===== config.mk =====
export PLATFORM = sky130hd
export DESIGN_NAME = qupls_decode_stage
export DESIGN_NICKNAME = d
export VERILOG_FILES = /design/src/rtl/QuplsPkg.sv /design/src/rtl/qupls_decode_lane.sv /design/src/rtl/qupls_decode_stage.sv
export SDC_FILE = /design/constraint.sdc
export NUM_CORES = 2
export LEC_CHECK = 0
export CAP_MARGIN = 15
export CORE_MARGIN = 1
export CORE_UTILIZATION = 32
export CTS_CLUSTER_DIAMETER = 80
export DETAILED_ROUTE_END_ITERATION = 8
export GPL_ROUTABILITY_DRIVEN = 0
export PLACE_DENSITY = 0.67
export SLEW_MARGIN = 20
export SYNTH_ARGS = -nofsm -noshare
export SYNTH_HDL_FRONTEND = slang
export SYNTH_SLANG_ARGS = --single-unit

===== constraint.sdc =====
create_clock -name clk -period 2.1 [get_ports clk]
set_clock_uncertainty 0.05 [all_clocks]
set_input_delay 0.63 -clock clk [delete_from_list [all_inputs] [get_ports clk]]
set_output_delay 0.63 -clock clk [all_outputs]
set_load 0.03 [all_outputs]

===== src/rtl/QuplsPkg.sv =====
// rtl/QuplsPkg.sv - shared Qupls types, opcodes and decode helpers
package QuplsPkg;

  localparam int DEC_LANES = 4;

  localparam logic [6:0] OP_ADDI  = 7'h04;
  localparam logic [6:0] OP_CSR   = 7'h07;
  localparam logic [6:0] OP_LOAD  = 7'h20;
  localparam logic [6:0] OP_STORE = 7'h28;
  localparam logic [6:0] OP_PRED  = 7'h3D;
  localparam logic [6:0] OP_FENCE = 7'h3E;
  localparam logic [6:0] OP_PFX   = 7'h3F;

  typedef enum logic [1:0] {
    OM_APP    = 2'd0,
    OM_SUPER  = 2'd1,
    OM_HYPER  = 2'd2,
    OM_SECURE = 2'd3
  } operating_mode_t;

  typedef struct packed {
    logic [31:0] pc;
    logic [47:0] ins;
  } ex_instruction_t;

  typedef struct packed {
    logic        v;
    logic        pfx;
    logic        alu;
    logic        mem;
    logic        load;
    logic        store;
    logic        fence;
    logic        sync;
    logic        pred;
    logic        predz;
    logic        csr;
    logic        priv_fault;
    logic [6:0]  opcode;
    logic [6:0]  rt;
    logic [6:0]  ra;
    logic [6:0]  rb;
    logic [6:0]  rc;
    logic [63:0] imm;
    logic [31:0] pc;
  } decode_bus_t;

  typedef struct packed {
    logic                            v;
    logic                            sync;
    decode_bus_t [DEC_LANES-1:0]     lane;
  } decode_group_t;

  typedef enum logic {
    DS_RUN       = 1'b0,
    DS_SYNC_WAIT = 1'b1
  } decode_stage_state_t;

  // A prefix supplies the upper 41 bits; otherwise the 23-bit field is sign-extended.
  function automatic logic [63:0] decode_imm(input logic [47:0] ins, input logic [47:0] prev);
    if (prev[6:0] == OP_PFX)
      decode_imm = {prev[47:7], ins[47:25]};
    else
      decode_imm = {{41{ins[47]}}, ins[47:25]};
  endfunction

endpackage


===== src/rtl/qupls_decode_lane.sv =====
// rtl/qupls_decode_lane.sv - combinational single-lane instruction decode
module qupls_decode_lane
  import QuplsPkg::*;
(
  input  operating_mode_t om,
  input  logic            lane_v,
  input  ex_instruction_t instr,
  input  logic [47:0]     prev_ins,
  input  logic [3:0]      regx,
  output decode_bus_t     db
);

  logic [47:0] ins;
  logic [6:0]  op;
  logic        is_pfx;
  logic        is_load;
  logic        is_store;
  logic        is_fence;
  logic        is_csr;

  assign ins = instr.ins;
  assign op  = ins[6:0];

  always_comb begin
    is_pfx   = (op == OP_PFX);
    is_load  = (op == OP_LOAD);
    is_store = (op == OP_STORE);
    is_fence = (op == OP_FENCE);
    is_csr   = (op == OP_CSR);

    db            = '0;
    db.v          = lane_v & ~is_pfx;
    db.pfx        = is_pfx;
    db.alu        = (op == OP_ADDI);
    db.load       = is_load;
    db.store      = is_store;
    db.mem        = is_load | is_store;
    db.fence      = is_fence;
    db.sync       = is_fence & (ins[15:8] == 8'hFF);
    db.pred       = (op == OP_PRED);
    db.predz      = ins[39];
    db.csr        = is_csr;
    // CSR access from application mode traps later in the pipe.
    db.priv_fault = is_csr & (om == OM_APP);
    db.opcode     = op;
    db.rt         = {regx[0], ins[12:7]};
    db.ra         = {regx[1], ins[18:13]};
    db.rb         = {regx[2], ins[24:19]};
    db.rc         = {regx[3], ins[30:25]};
    db.imm        = decode_imm(ins, prev_ins);
    db.pc         = instr.pc;
  end

endmodule


===== src/rtl/qupls_decode_stage.sv =====
// rtl/qupls_decode_stage.sv - multi-lane decode stage with skid buffer and sync serialisation
module qupls_decode_stage
  import QuplsPkg::*;
#(
  parameter int  LANES = 4,
  parameter int  SKID  = 1,
  parameter int  CNTW  = 16,
  localparam int LW    = (LANES > 1) ? $clog2(LANES) : 1
)(
  input  logic                        clk,
  input  logic                        rst,
  input  logic                        flush,
  input  operating_mode_t             om,
  input  logic                        in_valid,
  output logic                        in_ready,
  input  logic [LANES-1:0]            in_lane_v,
  input  ex_instruction_t [LANES-1:0] instr,
  input  logic [LANES-1:0][3:0]       regx,
  input  logic                        rob_empty,
  output logic                        out_valid,
  input  logic                        out_ready,
  output decode_bus_t [LANES-1:0]     dbo,
  output logic                        replay_valid,
  output logic [LW-1:0]               replay_lane,
  output logic                        sync_wait,
  output logic [CNTW-1:0]             stall_cnt
);

  typedef struct packed {
    logic                    v;
    logic                    sync;
    decode_bus_t [LANES-1:0] lane;
  } group_t;

  decode_bus_t [LANES-1:0] lane_db;
  group_t                  dec_grp;
  group_t                  out_q;
  group_t                  skid_q;
  decode_stage_state_t     state;
  logic                    sync_done;
  logic                    found;
  logic                    replay_need;
  logic [LW-1:0]           sync_lane;
  logic                    xfer;
  logic                    out_free;
  logic                    accept;

  // Prefix folding only needs the preceding lane's instruction word.
  for (genvar i = 0; i < LANES; i++) begin : g_lane
    logic [47:0] prev_ins;
    if (i == 0) begin : g_first
      assign prev_ins = '0;
    end else begin : g_rest
      assign prev_ins = instr[i-1].ins;
    end

    qupls_decode_lane u_lane (
      .om       (om),
      .lane_v   (in_lane_v[i]),
      .instr    (instr[i]),
      .prev_ins (prev_ins),
      .regx     (regx[i]),
      .db       (lane_db[i])
    );
  end

  // Everything after the first valid sync lane is squashed and must be refetched.
  always_comb begin
    dec_grp     = '0;
    dec_grp.v   = 1'b1;
    found       = 1'b0;
    replay_need = 1'b0;
    sync_lane   = '0;
    for (int i = 0; i < LANES; i++) begin
      dec_grp.lane[i] = lane_db[i];
      if (found) begin
        dec_grp.lane[i].v = 1'b0;
        replay_need       = replay_need | in_lane_v[i];
      end else if (in_lane_v[i] && lane_db[i].sync) begin
        found     = 1'b1;
        sync_lane = LW'(i);
      end
    end
    dec_grp.sync = found;
  end

  assign xfer     = out_q.v & out_ready;
  assign out_free = xfer | ~out_q.v;

  if (SKID != 0) begin : g_rdy_skid
    assign in_ready = ~skid_q.v & (state == DS_RUN);
  end else begin : g_rdy_reg
    assign in_ready = out_free & (state == DS_RUN);
  end

  assign accept    = in_valid & in_ready & ~flush;
  assign out_valid = out_q.v;
  assign dbo       = out_q.lane;
  assign sync_wait = (state == DS_SYNC_WAIT);

  always_ff @(posedge clk) begin
    if (rst) begin
      out_q        <= '0;
      skid_q       <= '0;
      state        <= DS_RUN;
      sync_done    <= 1'b0;
      replay_valid <= 1'b0;
      replay_lane  <= '0;
      stall_cnt    <= '0;
    end else begin
      if (out_q.v && !out_ready && !(&stall_cnt))
        stall_cnt <= stall_cnt + CNTW'(1);

      if (flush) begin
        out_q.v      <= 1'b0;
        skid_q.v     <= 1'b0;
        state        <= DS_RUN;
        sync_done    <= 1'b0;
        replay_valid <= 1'b0;
      end else begin
        replay_valid <= accept & dec_grp.sync & replay_need;
        if (accept && dec_grp.sync && replay_need)
          replay_lane <= sync_lane + LW'(1);

        // Skid entry is older than any new input, so it always drains first.
        if (out_free) begin
          if (skid_q.v) begin
            out_q <= skid_q;
            if (accept)
              skid_q <= dec_grp;
            else
              skid_q.v <= 1'b0;
          end else if (accept) begin
            out_q <= dec_grp;
          end else begin
            out_q.v <= 1'b0;
          end
        end else if (accept) begin
          skid_q <= dec_grp;
        end

        case (state)
          DS_RUN: begin
            if (accept && dec_grp.sync)
              state <= DS_SYNC_WAIT;
          end
          DS_SYNC_WAIT: begin
            if (xfer && out_q.sync)
              sync_done <= 1'b1;
            if (sync_done && rob_empty) begin
              state     <= DS_RUN;
              sync_done <= 1'b0;
            end
          end
          default: state <= DS_RUN;
        endcase
      end
    end
  end

endmodule


==> impl_metrics.yaml <==
run_status:
  status: "complete, but fails checks"
  violations: "negative setup slack"
synthesis:
  synth_seq_cells: 1031
  synth_edf_count: 0
  yosys.area_share.simple_pct: 16.3
  syn_area_um2: 46100
  synth_cell_types: 51
  muxShareOfSynthArea_pct: 7.49
  synth_top_family_by_area: "compound AO/OA/AOI/OAI gates"
  synth_xor_area_share_pct: 0.152
  syn_nets: 5802
  async_flop_share_pct: 0
  synthAdderAreaFrac_pct: 0.0271
  synth_compound_area_share_pct: 17.5
  synthCells: 5453
  syn_area_per_cell_um2: 8.46
  yosysSeqAreaShare_pct: 44.8
  synth_flop_cell: "dfxtp_1"
  yosys_warnings: 0
die:
  start_util_pct: 32.4
  dieArea_um2: 146000
  ioPinCount: 942
  die_y_um: 382
  placeableCoreArea_um2: 142000
  fp-row-count: 138
  fp.dieW_um: 382
cells_and_area:
  fin_util_pct: 41.3
  final_cells: 7895
  drive_above_1_share_pct: 21.9
  final_nets: 6247
  final_common_cell: "dfxtp_1"
  area_growth_pct: 27.3
  layout_common_cells: "1012 x dfxtp_1, 895 x nand2_1, 579 x nor2_1"
clock_network:
  clock-root-buffer: "clkbuf_16"
  cts_tree: "built"
  clk_pin_slew_ps: 60
  cts_sinks: 1031
  clock_path_buffers: 3
  hold_buffers: 0
  cts_made_buffers: 114
  clkLatencyLatePin_ps: 740
  cts-htree-levels: 3
sta:
  slew_headroom_pct: 47.1
  fin_ws_ps: -51.3
  grt_setup_unrepaired: "yes"
  setup_viol: 43
  fin_setup_tns_ps: -1250
  holdWs_ps: 276
  fmax_mhz: 465
  hold_viol: 0
  finalCriticalPeriod_ps: 2150
  finalCritPeriodShare_pct: 102
  worstMarginPinSlew_ps: 794
  maxSlewViolCount: 0
detailed_routing:
  antenna_left: 0
  dr.pass1.iters: 8
  first_iter_violations: 2933
  vias: 40400
  wirelength_um: 166000
  drc_errors: 0
  wl_per_cell_um: 21.0
  viasPerCell: 5.12
critical_path:
  worstPathMaxFanout: 21
  critPathLaunch: "dbo[94]"
  r2r_end: "dbo[521]"
  r2r-start: "sync_wait"
  rr_worst_depth: 10
  crit_path_start_kind: "flop"
  end_kind: "output pin"
  required_ps: 1420
  r2r_setup_slack_ps: 40
  path_class: "flop to output pin"
  critPathArrivalTime_ps: 1470
  crit_end: "dbo[88]"
power_and_ir_drop:
  combPwrFrac_pct: 13.5
  switching_share_pct: 27.5
  power_mw: 47.0
  p_switching_mw: 12.9
  powerDensity_nw_per_um2: 800
  p_leak_nw: 21.5
  peakVddDrop_uv: 676
  power_frac_seq_pct: 44.0
  p_clk_share_pct: 42.5
  intPower_mw: 34.1
placed_design:
  dpl.cell_count: 7614
  port_buffers: 941
  place_hpwl_um: 111000
grt:
  grt_pass1_wl_um: 234000
  grt.total_usage_pct: 20.5
  grt_max_degree: 104
  antenna_found_initial: 14
  overflow: 0
  grt_pass1_vias: 37700
worst_hold_path:
  hp-class: "primary input to flop"
run:
  drv_cap: 0
==> state kept, by name, summed over array words and instances, names as in the netlist <==
register and cells:
replay_valid 1, skid_q 505, stall_cnt 16, out_valid 1
sync_done 1, dbo 503, out_q 1, sync_wait 1
replay_lane 2
==> worst max-delay path, stage by stage (launching register included) <==
cell and delay, ps:
dfxtp_4 390, buf_16 180, buf_4 180
==> layer usage <==
metal / GRT usage [%] / up-vias / share of wire [%]
li1: - / 19200 / -
met1: 25.9 / 19500 / 42
met2: 33.5 / 1423 / 47
met3: 5.24 / 302 / 7.4
met4: 7.41 / 6 / 3.6
met5: 0 / - / 0.021
==> cell usage after synthesis (3+ instances only) <==
library cell | number | area share (%)
a211oi_1 | 578 | 9.4
a21oi_1 | 440 | 4.8
a31oi_1 | 3 | 0.041
and2_1 | 8 | 0.11
and3_1 | 7 | 0.095
and4_1 | 5 | 0.095
buf_1 | 4 | 0.033
buf_2 | 185 | 2.0
buf_4 | 579 | 9.4
clkbuf_1 | 270 | 2.2
dfxtp_1 | 1031 | 45
inv_1 | 11 | 0.090
mux2i_1 | 345 | 7.5
nand2_1 | 897 | 7.3
nand3_1 | 12 | 0.13
nand3b_1 | 3 | 0.049
nand4_1 | 22 | 0.30
nand4b_1 | 11 | 0.21
nor2_1 | 580 | 4.7
nor2b_1 | 91 | 1.2
nor3_1 | 128 | 1.4
nor4_1 | 17 | 0.23
o211ai_1 | 3 | 0.049
o21a_1 | 42 | 0.68
o21ai_0 | 7 | 0.076
o22ai_1 | 41 | 0.56
o311a_1 | 3 | 0.065
o31ai_1 | 8 | 0.13
o32ai_1 | 82 | 1.6
or2_2 | 3 | 0.041
or3_1 | 5 | 0.068
or4_1 | 3 | 0.049
xor2_1 | 7 | 0.13
==> what timing repair did <==
action / in CTS / in global routing
setup buffers: 4 / 17
cloned: 2 / 35
gates resized for setup: 2652 / 168
pin swaps: 2 / 9
endpoints found under the setup margin: 575 / 483
==> layout make-up <==
class,count,area (um^2)
Antenna cell,13,32.5
Clock buffer,173,3350
Clock inverter,37,373
Fill cell,14100,83600
Inverter,11,46.3
Multi-Input combinational cell,3373,19700
Sequential cell,1031,20700
Tap cell,1890,2360
Timing Repair Buffer,1367,12200
==> worst min path at each step <==
stage,startpoint,to,depth (start not counted)
after floorplan,skid_q[135],skid_q[135],2
after global placement,dbo[280],dbo[280],2
after detailed placement,skid_q[478],skid_q[478],2
after CTS,rst,skid_q[494],2
after global routing,rst,skid_q[494],2
final,rst,skid_q[494],2
==> power by group through the flow <==
stage	combinational [mW]	sequential, mW	clock, mW
2_1_floorplan	4.13	20.9	0
3_3_place_gp	6.46	21.1	0
3_5_place_dp	6.52	21.1	0
4_1_cts	6.07	20.6	20.4
5_1_grt	6.72	20.7	21.2
6_report	6.36	20.6	20.0
==> cell families (layout without fill, tap and decap cells) <==
group                      Yosys count  in the layout
buffers and inverters             1050           1588
muxes                              345            345
DFF                               1031           1031
and+or+nand+nor                   1801           1802
xor gates and xnor gates             8              8
other                                0             13
AOI/OAI and AO/OA                 1217           1217
adders and majority gates            1              1
==> metrics by stage <==
stage | instance area, um^2 | worst slack (ps)
6_report | 58700 | -51.3
5_1_grt | 58700 | -136
4_1_cts | 57100 | -126
3_5_place_dp | 55400 | -943
3_3_place_gp | 55400 | -959
2_1_floorplan | 46100 | 17.9
No activity file was read; power rests on OpenSTA's default activity.
